<file path="config.mk">
export PLATFORM = sky130hd
export DESIGN_NAME = uart_cmd_sequencer_flat
export DESIGN_NICKNAME = d
export VERILOG_FILES = /design/src/rtl/uart_cmd_sequencer_if.sv /design/src/rtl/uart_cmd_sequencer.sv /design/src/flat_wrapper.sv
export SDC_FILE = /design/constraint.sdc
export NUM_CORES = 1
export LEC_CHECK = 0
export ABC_AREA = 0
export CORE_UTILIZATION = 50
export CTS_BUF_LIST = sky130_fd_sc_hd__clkbuf_4 sky130_fd_sc_hd__clkbuf_8 sky130_fd_sc_hd__clkbuf_16
export DETAILED_ROUTE_END_ITERATION = 7
export GPL_TIMING_DRIVEN = 0
export MAX_ROUTING_LAYER = met4
export PLACE_DENSITY = 0.72
export SLEW_MARGIN = 15
export SYNTH_ARGS = -nofsm -noshare
export SYNTH_HDL_FRONTEND = slang
export SYNTH_SLANG_ARGS = --single-unit
</file>
<file path="constraint.sdc">
create_clock -name clk -period 3.1 [get_ports clk]
set_input_delay 0.775 -clock clk [delete_from_list [all_inputs] [get_ports clk]]
set_output_delay 0.775 -clock clk [all_outputs]
set_load 0.05 [all_outputs]
</file>
<file path="src/rtl/uart_cmd_sequencer_if.sv">
// Host-side byte stream in, command header and payload handshake out.
interface uart_cmd_sequencer_if;
    logic [7:0]  rx_data;
    logic        rx_ready;
    logic [7:0]  cmd;
    logic [31:0] byte_count;
    logic        cmd_valid;
    logic [7:0]  payload_data;
    logic        payload_valid;
    logic        payload_ack;
    logic        busy;
    logic        done;
    logic        overrun;
    logic        timeout;

    modport master (
        input  rx_data, rx_ready, payload_ack,
        output cmd, byte_count, cmd_valid, payload_data, payload_valid,
               busy, done, overrun, timeout
    );

    modport slave (
        output rx_data, rx_ready, payload_ack,
        input  cmd, byte_count, cmd_valid, payload_data, payload_valid,
               busy, done, overrun, timeout
    );
endinterface

</file>
<file path="src/rtl/uart_cmd_sequencer.sv">
// Parses sync word, command, 32-bit big-endian length and payload from the UART
// byte stream; streams payload over a valid/ack holding register.
module uart_cmd_sequencer #(
    parameter logic [31:0] SYNC_WORD      = 32'hDEADBEEF,
    parameter int unsigned TIMEOUT_CYCLES = 1000000
) (
    input  logic                  clk,
    input  logic                  reset,
    uart_cmd_sequencer_if.master  bus
);
    localparam int unsigned TIMER_W = $clog2(TIMEOUT_CYCLES + 1);

    typedef enum logic [2:0] {
        ST_SYNC, ST_CMD, ST_LEN, ST_PAYLOAD, ST_DRAIN
    } state_t;

    state_t               state, state_next;
    logic [1:0]           match, match_next, match_adv;
    logic [1:0]           len_idx, len_idx_next;
    logic [7:0]           cmd, cmd_next;
    logic [31:0]          count, count_next;
    logic [31:0]          remaining, remaining_next;
    logic [7:0]           pdata, pdata_next;
    logic                 pvalid, pvalid_next;
    logic [TIMER_W-1:0]   timer, timer_next;
    logic                 busy, busy_next;
    logic                 cmd_valid, cmd_valid_next;
    logic                 done, done_next;
    logic                 overrun, overrun_next;
    logic                 timeout, timeout_next;
    logic                 sync_hit;
    logic                 drain_exit;

    function automatic logic [7:0] sync_byte(input logic [1:0] idx);
        case (idx)
            2'd0:    sync_byte = SYNC_WORD[31:24];
            2'd1:    sync_byte = SYNC_WORD[23:16];
            2'd2:    sync_byte = SYNC_WORD[15:8];
            default: sync_byte = SYNC_WORD[7:0];
        endcase
    endfunction

    always_ff @(posedge clk) begin
        if (reset) begin
            state     <= ST_SYNC;
            match     <= 2'd0;
            len_idx   <= 2'd0;
            cmd       <= 8'd0;
            count     <= 32'd0;
            remaining <= 32'd0;
            pdata     <= 8'd0;
            pvalid    <= 1'b0;
            timer     <= '0;
            busy      <= 1'b0;
            cmd_valid <= 1'b0;
            done      <= 1'b0;
            overrun   <= 1'b0;
            timeout   <= 1'b0;
        end else begin
            state     <= state_next;
            match     <= match_next;
            len_idx   <= len_idx_next;
            cmd       <= cmd_next;
            count     <= count_next;
            remaining <= remaining_next;
            pdata     <= pdata_next;
            pvalid    <= pvalid_next;
            timer     <= timer_next;
            busy      <= busy_next;
            cmd_valid <= cmd_valid_next;
            done      <= done_next;
            overrun   <= overrun_next;
            timeout   <= timeout_next;
        end
    end

    always_comb begin
        state_next     = state;
        match_next     = match;
        len_idx_next   = len_idx;
        cmd_next       = cmd;
        count_next     = count;
        remaining_next = remaining;
        pdata_next     = pdata;
        pvalid_next    = pvalid;
        timer_next     = timer;
        cmd_valid_next = 1'b0;
        done_next      = 1'b0;
        overrun_next   = 1'b0;
        timeout_next   = 1'b0;
        sync_hit       = 1'b0;
        drain_exit     = !pvalid || bus.payload_ack;

        // Sync matcher; a mismatching lead byte restarts the match at 1
        if (bus.rx_data == sync_byte(match)) begin
            sync_hit  = (match == 2'd3);
            match_adv = match + 2'd1;
        end else begin
            match_adv = (bus.rx_data == SYNC_WORD[31:24]) ? 2'd1 : 2'd0;
        end

        unique case (state)
            ST_SYNC: begin
                if (bus.rx_ready) begin
                    match_next = match_adv;
                    if (sync_hit) state_next = ST_CMD;
                end
            end
            ST_CMD: begin
                if (bus.rx_ready) begin
                    cmd_next     = bus.rx_data;
                    len_idx_next = 2'd0;
                    state_next   = ST_LEN;
                end
            end
            ST_LEN: begin
                if (bus.rx_ready) begin
                    count_next   = {count[23:0], bus.rx_data};
                    len_idx_next = len_idx + 2'd1;
                    if (len_idx == 2'd3) begin
                        cmd_valid_next = 1'b1;
                        if (count_next == 32'd0) begin
                            done_next  = 1'b1;
                            match_next = 2'd0;
                            state_next = ST_SYNC;
                        end else begin
                            remaining_next = count_next;
                            state_next     = ST_PAYLOAD;
                        end
                    end
                end
            end
            ST_PAYLOAD: begin
                if (bus.rx_ready) begin
                    if (!pvalid || bus.payload_ack) begin
                        pdata_next  = bus.rx_data;
                        pvalid_next = 1'b1;
                    end else begin
                        overrun_next = 1'b1;
                    end
                    remaining_next = remaining - 32'd1;
                    if (remaining == 32'd1) state_next = ST_DRAIN;
                end else if (bus.payload_ack) begin
                    pvalid_next = 1'b0;
                end
            end
            ST_DRAIN: begin
                if (drain_exit) begin
                    pvalid_next = 1'b0;
                    done_next   = 1'b1;
                    state_next  = ST_SYNC;
                end
                // Bytes landing here already belong to the next sync search
                if (bus.rx_ready) begin
                    match_next = match_adv;
                    if (sync_hit && drain_exit) state_next = ST_CMD;
                end
            end
            default: state_next = ST_SYNC;
        endcase

        // Inter-byte idle timer, only armed inside a packet header or payload
        if (bus.rx_ready) begin
            timer_next = '0;
        end else if (state == ST_CMD || state == ST_LEN || state == ST_PAYLOAD) begin
            if (timer == TIMER_W'(TIMEOUT_CYCLES - 1)) begin
                timeout_next = 1'b1;
                pvalid_next  = 1'b0;
                match_next   = 2'd0;
                state_next   = ST_SYNC;
                timer_next   = '0;
            end else begin
                timer_next = timer + TIMER_W'(1);
            end
        end

        busy_next = (state_next != ST_SYNC);
    end

    assign bus.cmd           = cmd;
    assign bus.byte_count    = count;
    assign bus.cmd_valid     = cmd_valid;
    assign bus.payload_data  = pdata;
    assign bus.payload_valid = pvalid;
    assign bus.busy          = busy;
    assign bus.done          = done;
    assign bus.overrun       = overrun;
    assign bus.timeout       = timeout;
endmodule
</file>
<file path="src/flat_wrapper.sv">
// flat-port wrapper written by rule: the top's interface ports become plain ports
module uart_cmd_sequencer_flat 
#(
    parameter logic [31:0] SYNC_WORD      = 32'hDEADBEEF,
    parameter int unsigned TIMEOUT_CYCLES = 1000000
)
  (clk, reset, bus_rx_data, bus_rx_ready, bus_payload_ack, bus_cmd, bus_byte_count, bus_cmd_valid, bus_payload_data, bus_payload_valid, bus_busy, bus_done, bus_overrun, bus_timeout);
  uart_cmd_sequencer_if bus_i ();
  input  logic clk;
  input  logic reset;
  input wire logic [$bits(bus_i.rx_data)-1:0] bus_rx_data;
  input wire logic [$bits(bus_i.rx_ready)-1:0] bus_rx_ready;
  input wire logic [$bits(bus_i.payload_ack)-1:0] bus_payload_ack;
  output wire logic [$bits(bus_i.cmd)-1:0] bus_cmd;
  output wire logic [$bits(bus_i.byte_count)-1:0] bus_byte_count;
  output wire logic [$bits(bus_i.cmd_valid)-1:0] bus_cmd_valid;
  output wire logic [$bits(bus_i.payload_data)-1:0] bus_payload_data;
  output wire logic [$bits(bus_i.payload_valid)-1:0] bus_payload_valid;
  output wire logic [$bits(bus_i.busy)-1:0] bus_busy;
  output wire logic [$bits(bus_i.done)-1:0] bus_done;
  output wire logic [$bits(bus_i.overrun)-1:0] bus_overrun;
  output wire logic [$bits(bus_i.timeout)-1:0] bus_timeout;
  assign bus_i.rx_data = bus_rx_data;
  assign bus_i.rx_ready = bus_rx_ready;
  assign bus_i.payload_ack = bus_payload_ack;
  assign bus_cmd = bus_i.cmd;
  assign bus_byte_count = bus_i.byte_count;
  assign bus_cmd_valid = bus_i.cmd_valid;
  assign bus_payload_data = bus_i.payload_data;
  assign bus_payload_valid = bus_i.payload_valid;
  assign bus_busy = bus_i.busy;
  assign bus_done = bus_i.done;
  assign bus_overrun = bus_i.overrun;
  assign bus_timeout = bus_i.timeout;
  uart_cmd_sequencer #(.SYNC_WORD(SYNC_WORD), .TIMEOUT_CYCLES(TIMEOUT_CYCLES)) u_core (.clk(clk), .reset(reset), .bus(bus_i));
endmodule
</file>
# [Word level (Yosys, flattened, before mapping)]
# Index checks and enable logic that the tools add are counted.
[word_totals] in_bits=12 output_inout_bits=54 register_bits=113 wordCells=112
[op_classes] muxes=52 n_addsub=4 bitwise=4 reduce_logical=21 n_eq_ne=17
[ops] op="32-bit 2-to-1 mux" n=4
[ops] op="32-bit one-hot mux with 2 select lines" n=1
[ops] op="3-bit 2-to-1 mux" n=13
[ops] op="32-bit by 1-bit equality test with 1-bit output, second input constant" n=1
[ops] op="32-bit zero test" n=1
[ops] op="32-bit by 1-bit subtractor with 32-bit output, second input constant" n=1
[ops] op="2-bit 2-to-1 mux" n=11
[ops] op="7-bit one-hot mux with 3 select lines" n=1
[ops] op="20-bit by 1-bit adder with 20-bit output, second input constant" n=1
[ops] op="20-bit equality test, second input constant" n=1
[ops] op="20-bit 2-to-1 mux" n=1
[ops] op="1-bit 2-to-1 mux" n=16
[ops] op="3-bit one-hot mux with 5 select lines" n=1
[ops] op="3-bit OR reduction" n=3
[ops] op="8-bit equality test" n=1
[ops] op="8-bit equality test, second input constant" n=1
[ops] op="2-bit inequality test, second input constant" n=4
[ops] op="2-bit one-hot mux with 2 select lines" n=2
[ops] op="2-bit equality test, second input constant" n=3
[ops] op="3-bit by 2-bit equality test with 1-bit output, second input constant" n=2
[ops] op="3-bit AND reduction" n=2
[ops] op="5-bit AND reduction" n=1
[ops] op="2-bit by 1-bit adder with 2-bit output, second input constant" n=2
[ops] op="1-bit NOT" n=4
[ops] op="14 further kinds" n=20

# [Depth between registers and ports, before layout]
# Gate-level depths: netlist of run 1.
[logic_depth] depth_word=12 mapped_depth=8 ltp_nobuf=7

# [Worst setup path after synthesis of run 1]
# No wires, ideal clock.
[synth_timing] path_kind="input port to flip-flop" startpoint="input bus_rx_data[4]" endpoint="register u_core.remaining[17]" t_required_ns=2.967 setup_slack_ns=0.546 path_buffers=2 arrival_time_ns=2.421 path_stages=7 cell_sequence="clkbuf_1 > nor4_1 > and4_1 > a21boi_0 > nor2_1 > clkbuf_1 > o32ai_1"
[synth_via] elab_chain_len=3
[synth_rtl] element="from (decl)" line="flat_wrapper.sv:11" source="input wire logic [$bits(bus_i.rx_data)-1:0] bus_rx_data;"
[synth_rtl] element="32-bit zero test" line="uart_cmd_sequencer.sv:122" source="if (count_next == 32'd0) begin"
[synth_rtl] element="2-bit inequality test (no line)"
[synth_rtl] element="5-bit AND reduction (no line)"
[synth_rtl] element="to (signal assigned)" line="uart_cmd_sequencer.sv:65" source="remaining <= remaining_next;"
[synth_rtl] element="to (decl)" line="uart_cmd_sequencer.sv:22" source="logic [31:0] remaining, remaining_next;"
# Every way passes these cells.
# A chain may end at the register's enable or synchronous reset.

# [Worst setup path after layout of run 1]
[layout_timing] startpoint="input bus_rx_data[7]" endpoint="register u_core.remaining[15]"
# The elaborated chain is that of the path after synthesis.

==> metrics.yaml, run 1 <==
die_area_um2: 11780
place_ws_ns: -0.7489
multi_input_area_um2: 3153
antenna_found_initial: 0
finalHoldViolCount: 0
num_vias: 6340
area_delta_synth_final_pct: 24.49
hold_ws_ns: 0.4539
postSynthAreaPerCell_um2: 7.589
core_area_um2: 10940
place.detailed.hpwl_um: 14410
grt_first_pass_wirelength_um: 32300
n_fill_cell: 964
slew_headroom_pct: 29.23
grt_overflow: 0
place_congestion: 0.9985
ys_types: 60
fp.dieH_um: 108.6
drtIter0Drc: 701
drt.antenna.violating_nets: 0
min_period_over_period_pct: 100.1
rsz0062_at_grt: "true"
crit_start: "bus_rx_data[7]"
cp-end-kind: "register"
cts_tree: "built"
regArea_um2: 2262
min_period_ns: 3.102
hp-start: "u_core.bus.byte_count[29]"
yosysTopAreaCell: "dfxtp_1"
critical_path.max_fanout: 10
grt_pass1_vias: 5941
drv_slew: 0
die_w_um: 108.6
cp.required_ns: 3.39
route.detailed.drc: 0
status: "complete, but fails checks"
drive_gt1_share_pct: 5.470
r2r-start: "u_core.remaining[2]"
yosys_warnings: 0
crit_type: "in2reg"
synth-seq-cells: 113
syn_area_um2: 5677
netlist.area_leader.share_pct: 39.85
cts_max_path_buffers: 2
synth-main-ff-cell: "dfxtp_1"
avgRoutedWirePerCell_um: 21.45
leakagePower_nw: 2.296
first_pass_iters: 8
peakVddDrop_uv: 477.3
setup_tns_ns: -0.002530
start_util_pct: 51.91
finalWorstSetupSlack_ns: -0.001871
pwr_density_cell_nw_per_um2: 496.8
tightest_slew_ns: 1.048
portBuffers: 61
startpoint_type: "input pin"
antenna_cells: 0
max_freq_ghz: 0.3224
yosysSeqAreaShare_pct: 39.85
hp-class: "reg2reg"
drv_cap: 0
violations: "setup timing"
grt_max_degree: 17
ioPinCount: 66
finalSetupViolations: 2
via_per_inst: 6.463
cts_setup_buffers: 0
fin_util_pct: 64.62
clk_pin_slew_ns: 0.05
cts_root_buffer: "clkbuf_16"
fin_skew_ns: 0.008778
numCtsBuffers: 17
synth.net_count: 769
fin_nets: 849
cts_num_sinks: 113
netlist_instances: 748
synth_edf_count: 0
arrival_ns: 3.39
wl_um: 21040
clk_latency_ns: 0.43
yosys-top-cells-area: "dfxtp_1 (40%), nand2_1 (10%), a21oi_1 (7.6%), nor2_1 (3.7%), clkbuf_1 (3.3%)"
row_count: 38
async_flop_share_pct: 0
track_usage_pct: 38.03
cts_max_level: 4
[final timing paths]
kind,depth (start not counted),endpoint,slack (ns)
hold reg to reg,2,u_core.bus.byte_count[29],0.45
hold / removal,2,u_core.bus.byte_count[29],0.45
setup reg to reg,6,u_core.remaining[30],0.17
setup / recovery,7,u_core.remaining[15],-0.002
[routing by layer]
layer / wire (µm) / global-route usage (%)
met5: 0 / -
met4: 641 / 16.22
met3: 2003 / 8.981
met2: 9603 / 57.23
met1: 8790 / 48.58
[metrics by stage]
stage                     total power (W)  instance area [µm²]  instances
after floorplan                  0.001527                 5677        748
after global placement           0.001571                 6462        949
after detailed placement         0.001572                 6462        949
after CTS                        0.003511                 7064        981
after global routing             0.003587                 7067        981
final                            0.003511                 7067        981
[flip-flops by register name, summed over array words and instances, names as in the netlist, 2 cells and up]
name                     cells
u_core.remaining            32
u_core.timer                20
u_core.len_idx               2
u_core.state                 3
u_core.bus.cmd               8
u_core.match                 2
u_core.bus.payload_data      8
u_core.bus.byte_count       32
[placed cells by master, fill, tap and decap left out, types with 6 or more instances in the layout]
master and n:
nand4_1 13, xor2_1 6, nor4_1 24, inv_1 16, nor2_1 55, ha_1 9
or4_1 6, nor3_1 28, or3_1 8, clkbuf_16 17, nand3_1 23, o21ai_0 10
clkbuf_1 47, dfxtp_1 113, a22oi_1 6, nand2_1 154, xnor2_1 16, a21oi_1 86
o32ai_1 20, a31oi_1 13, clkdlybuf4s50_1 61
[cell families after synthesis]
kind of cell | count (synthesis) | share of synthesized area [%]
AO/OA/AOI/OAI | 185 | 21.07
buffers and inverters | 71 | 4.717
flip-flops | 113 | 39.85
multiplexers | 1 | 0.1763
AND/OR/NAND/NOR | 347 | 28.81
XOR/XNOR | 22 | 3.394
adder cells (fa/ha/maj) | 9 | 1.984
[power by group]
part           internal [W]  switching (W)   total, W
clock               0.00123       0.000734    0.00197
combinational     0.0000205      0.0000709  0.0000914
sequential          0.00145   0.0000000626    0.00145
[worst max-delay path: stages]
cell and delay [ns]:
clkdlybuf4s50_1 0.65, nor4_1 0.40, and4_1 0.29, a21boi_0 0.16, nor2_2 0.56, clkbuf_2 0.40, o32ai_1 0.14
[final cells by class]
class / count / share of cell area, %
clock inverters: 12 / 1.894
well taps: 140 / 2.479
clock buffers: 20 / 6.516
multi-input cells: 564 / 44.62
plain buffers: 54 / 2.939
inverters: 17 / 0.9030
repair buffers: 61 / 8.640
flip-flops and latches: 113 / 32.01
[synth_stat cells (all sizes together), types with 5 or more instances]
library cell,instances
ha,9
or3,8
a32oi,5
dfxtp,113
o32ai,20
nand4,13
and4,5
inv,16
nor2,56
nor4,24
clkbuf,50
xnor2,16
nor3,29
a21oi,86
nand2,154
xor2,6
nand3,23
o22ai,5
or4,7
a22oi,6
o21ai,11
a31oi,13
[timing repair]
| action | CTS | global route |
|---|---|---|
| resized for setup | 3 | 4 |
| hold buffers | 0 | 0 |
| endpoints found under the setup margin | 21 | 21 |
Note: power is estimated with default switching activity, not from simulation.
==> run 2: changes to the inputs <==
- ABC_CLOCK_PERIOD_IN_PS: not set -> 3100
==> results of run 2 <==
Same layout as run 1: the final DEF is identical, and so are final timing and power.
==> run 3: changes to the inputs <==
- ABC_CLOCK_PERIOD_IN_PS: 3100 -> 3740
- clock period: 3.1 -> 3.74 ns (I/O delays scaled with it)
==> run 3 against run 2 <==
The flow now finishes without violations. Sequential share of layout area is essentially flat. Clock power shrank 17%. Final cell count is the same. Critical path depth is the same. Power shrank 17%. Worst setup slack gained 0.20 ns. Non-clock buffer count is the same. Hold slack is essentially flat. Flip-flop and latch count is the same. Via count shrank 0.93%. First-iteration DRC count shrank 4.1%. Critical endpoint is now u_core.remaining[19]. Largest cell class unchanged.
==> metrics.yaml, run 3 (synthesis gave the netlist of run 1 again) <==
status: "completed"  # was complete, but fails checks
first_pass_iters: 5  # was 8
wl_met2_um: 9552  # was 9603 µm
grt_max_degree: 17  # unchanged
peakVddDrop_uv: 394.7  # was 477.3 µV
rr_endpoint: "u_core.remaining[30]"  # unchanged
clk_pin_slew_ns: 0.05  # about the same
min_period_ns: 3.539
max_freq_ghz: 0.2826
slew_headroom_pct: 26.47  # was 29.23%
drv_cap: 0  # unchanged
worst_hold_path.endpoint: "u_core.bus.byte_count[29]"  # unchanged
die_area_um2: 11780  # unchanged
final_common_cell: "nand2_1"  # unchanged
pwr_density_cell_nw_per_um2: 412.6  # was 496.8 nW/µm²
drive_gt1_share_pct: 4.994  # was 5.470%
min_period_over_period_pct: 94.62
grt_overflow: 0  # unchanged
row_count: 38  # unchanged
top_layer_used: "met4"  # unchanged
slowest_delay_ns: 0.76  # was 0.65 ns
numCtsBuffers: 17  # unchanged
min_path_cells: 2  # unchanged
cts_num_sinks: 113  # unchanged
arrival_ns: 3.88  # was 3.39 ns
portBuffers: 61  # unchanged
num_vias: 6281  # was 6,340
grt_first_pass_wirelength_um: 32280  # was 32,300 µm
crit_chain: "clkdlybuf4s50_1, nor4_1, nand4_1, o21ai_1, clkbuf_1, a31oi_1, a21oi_1"  # was clkdlybuf4s50_1, nor4_1, and4_1, a21boi_0, nor2_2, clkbuf_2, o32ai_1
reg2reg_depth: 6  # unchanged
hold_buffers: 0  # unchanged
fin_nets: 849  # unchanged
total_power_w: 0.002912  # was 0.003511 W
hp-class: "reg2reg"  # unchanged
core_area_um2: 10940  # unchanged
fin_skew_ns: 0.01212  # was 0.008778 ns
drtIter0Drc: 672  # was 701
drv_slew: 0  # unchanged
clk_latency_ns: 0.43  # about the same
track_usage_pct: 38.05  # was 38.03%
grt_pass1_vias: 5939  # was 5,941
start_util_pct: 51.91  # unchanged
antenna_cells: 0  # unchanged
fin_util_pct: 64.55  # was 64.62%
tightest_slew_ns: 1.089  # was 1.048 ns
cp-end-kind: "register"  # unchanged
place_congestion: 0.9985  # unchanged
finalSetupViolations: 0  # was 2
drt.antenna.violating_nets: 0  # unchanged
rsz0062_at_grt: "false"  # was true
area_delta_synth_final_pct: 24.36  # was 24.49%
place.detailed.hpwl_um: 14410  # unchanged
startpoint_type: "input pin"  # unchanged
cts_max_level: 4  # unchanged
worst-r2r-setup-slack_ns: 0.78  # was 0.17 ns
critical_path.max_fanout: 10  # unchanged
final_cell_mix: "nand2_1 (154), dfxtp_1 (113), a21oi_1 (86)"  # unchanged
via_per_inst: 6.403  # was 6.463
leakagePower_nw: 2.288  # was 2.296 nW
ctsResizeCount: 0  # was 3
cts_setup_buffers: 0  # unchanged
cts_max_path_buffers: 2  # unchanged
hp-start: "u_core.bus.byte_count[29]"  # unchanged
route.detailed.drc: 0  # unchanged
r2r-start: "u_core.remaining[2]"  # unchanged
die_w_um: 108.6  # unchanged
dr_wl_met3_um: 2015  # was 2003 µm
ioPinCount: 66  # unchanged
met1Wirelength_um: 8706  # was 8790 µm
avgRoutedWirePerCell_um: 21.32  # was 21.45 µm
cts_tree: "built"  # unchanged
wl_um: 20910  # was 21,040 µm
critPathSlowestCell: "o21ai_1"  # was clkdlybuf4s50_1
fp.dieH_um: 108.6  # unchanged
antenna_found_initial: 0  # unchanged
finalHoldViolCount: 0  # unchanged
cts_root_buffer: "clkbuf_16"  # unchanged
cp.required_ns: 4.08  # was 3.39 ns
crit_type: "in2reg"  # unchanged
==> run 3: cell types whose count changed in the layout (fill, tap and decap cells not counted) <==
cell / before / now
clkbuf_2: 3 / 0
o21ai_2: 1 / 0
clkbuf_1: 47 / 50
o21ai_1: 0 / 1
==> run 3: critical path, delay by kind of cell <==
kind	cells	cell delay [ns]
buffers and inverters	2	1.22
AOI/OAI and AO/OA	3	1.12
and+or+nand+nor	2	0.60
==> run 3: worst max path at each step <==
| stage | endpoint | slack (ns) | start |
|---|---|---|---|
| global route | u_core.remaining[6] | 0.18 | bus_rx_data[1] |
| detailed placement | u_core.remaining[18] | -0.27 | bus_rx_data[7] |
| global placement | u_core.remaining[25] | -0.16 | bus_rx_data[7] |
| floorplan | u_core.remaining[17] | 1.03 | bus_rx_data[4] |
| finish | u_core.remaining[19] | 0.20 | bus_rx_data[1] |
| CTS | u_core.remaining[18] | 0.19 | bus_rx_data[7] |
==> run 3: where the power goes <==
group / internal, W / switching [W] / leakage, nW / total (W)
combinational: 0.0000170 / 0.0000588 / 1.10 / 0.0000759
sequential: 0.00120 / 0.0000000496 / 0.910 / 0.00120
clock: 0.00102 / 0.000611 / 0.278 / 0.00163
total: 0.00224 / 0.000670 / 2.29 / 0.00291
==> run 3: cell type report <==
class                      count  area, µm²
clock inverter                12      133.9
multi-input combinational    564       3149
timing repair buffer          61      610.6
clock buffer                  20      460.4
buffer                        54      203.9
tap                          140      175.2
fill                         964       3876
sequential                   113       2262
inverter                      17      63.81
==> run 3: routing by layer <==
layer	track usage [%]	vias to the layer above
li1	-	2862
met1	48.96	3032
met2	57.28	332
met3	8.499	55
met4	16.02	0
met5	-	-
==> run 3: metrics by stage <==
| step | instances | hold slack, ns | setup TNS (ns) | area, µm² | setup WS, ns |
|---|---|---|---|---|---|
| after CTS | 981 | 0.4535 | 0 | 7057 | 0.1853 |
| after detailed placement | 949 | 0.4476 | -2.632 | 6462 | -0.2689 |
| final | 981 | 0.4534 | 0 | 7059 | 0.2012 |
| after global routing | 981 | 0.4694 | 0 | 7059 | 0.1768 |
| after global placement | 949 | 0.4438 | -1.546 | 6462 | -0.1616 |
| after floorplan | 748 | 0.4366 | 0 | 5677 | 1.026 |
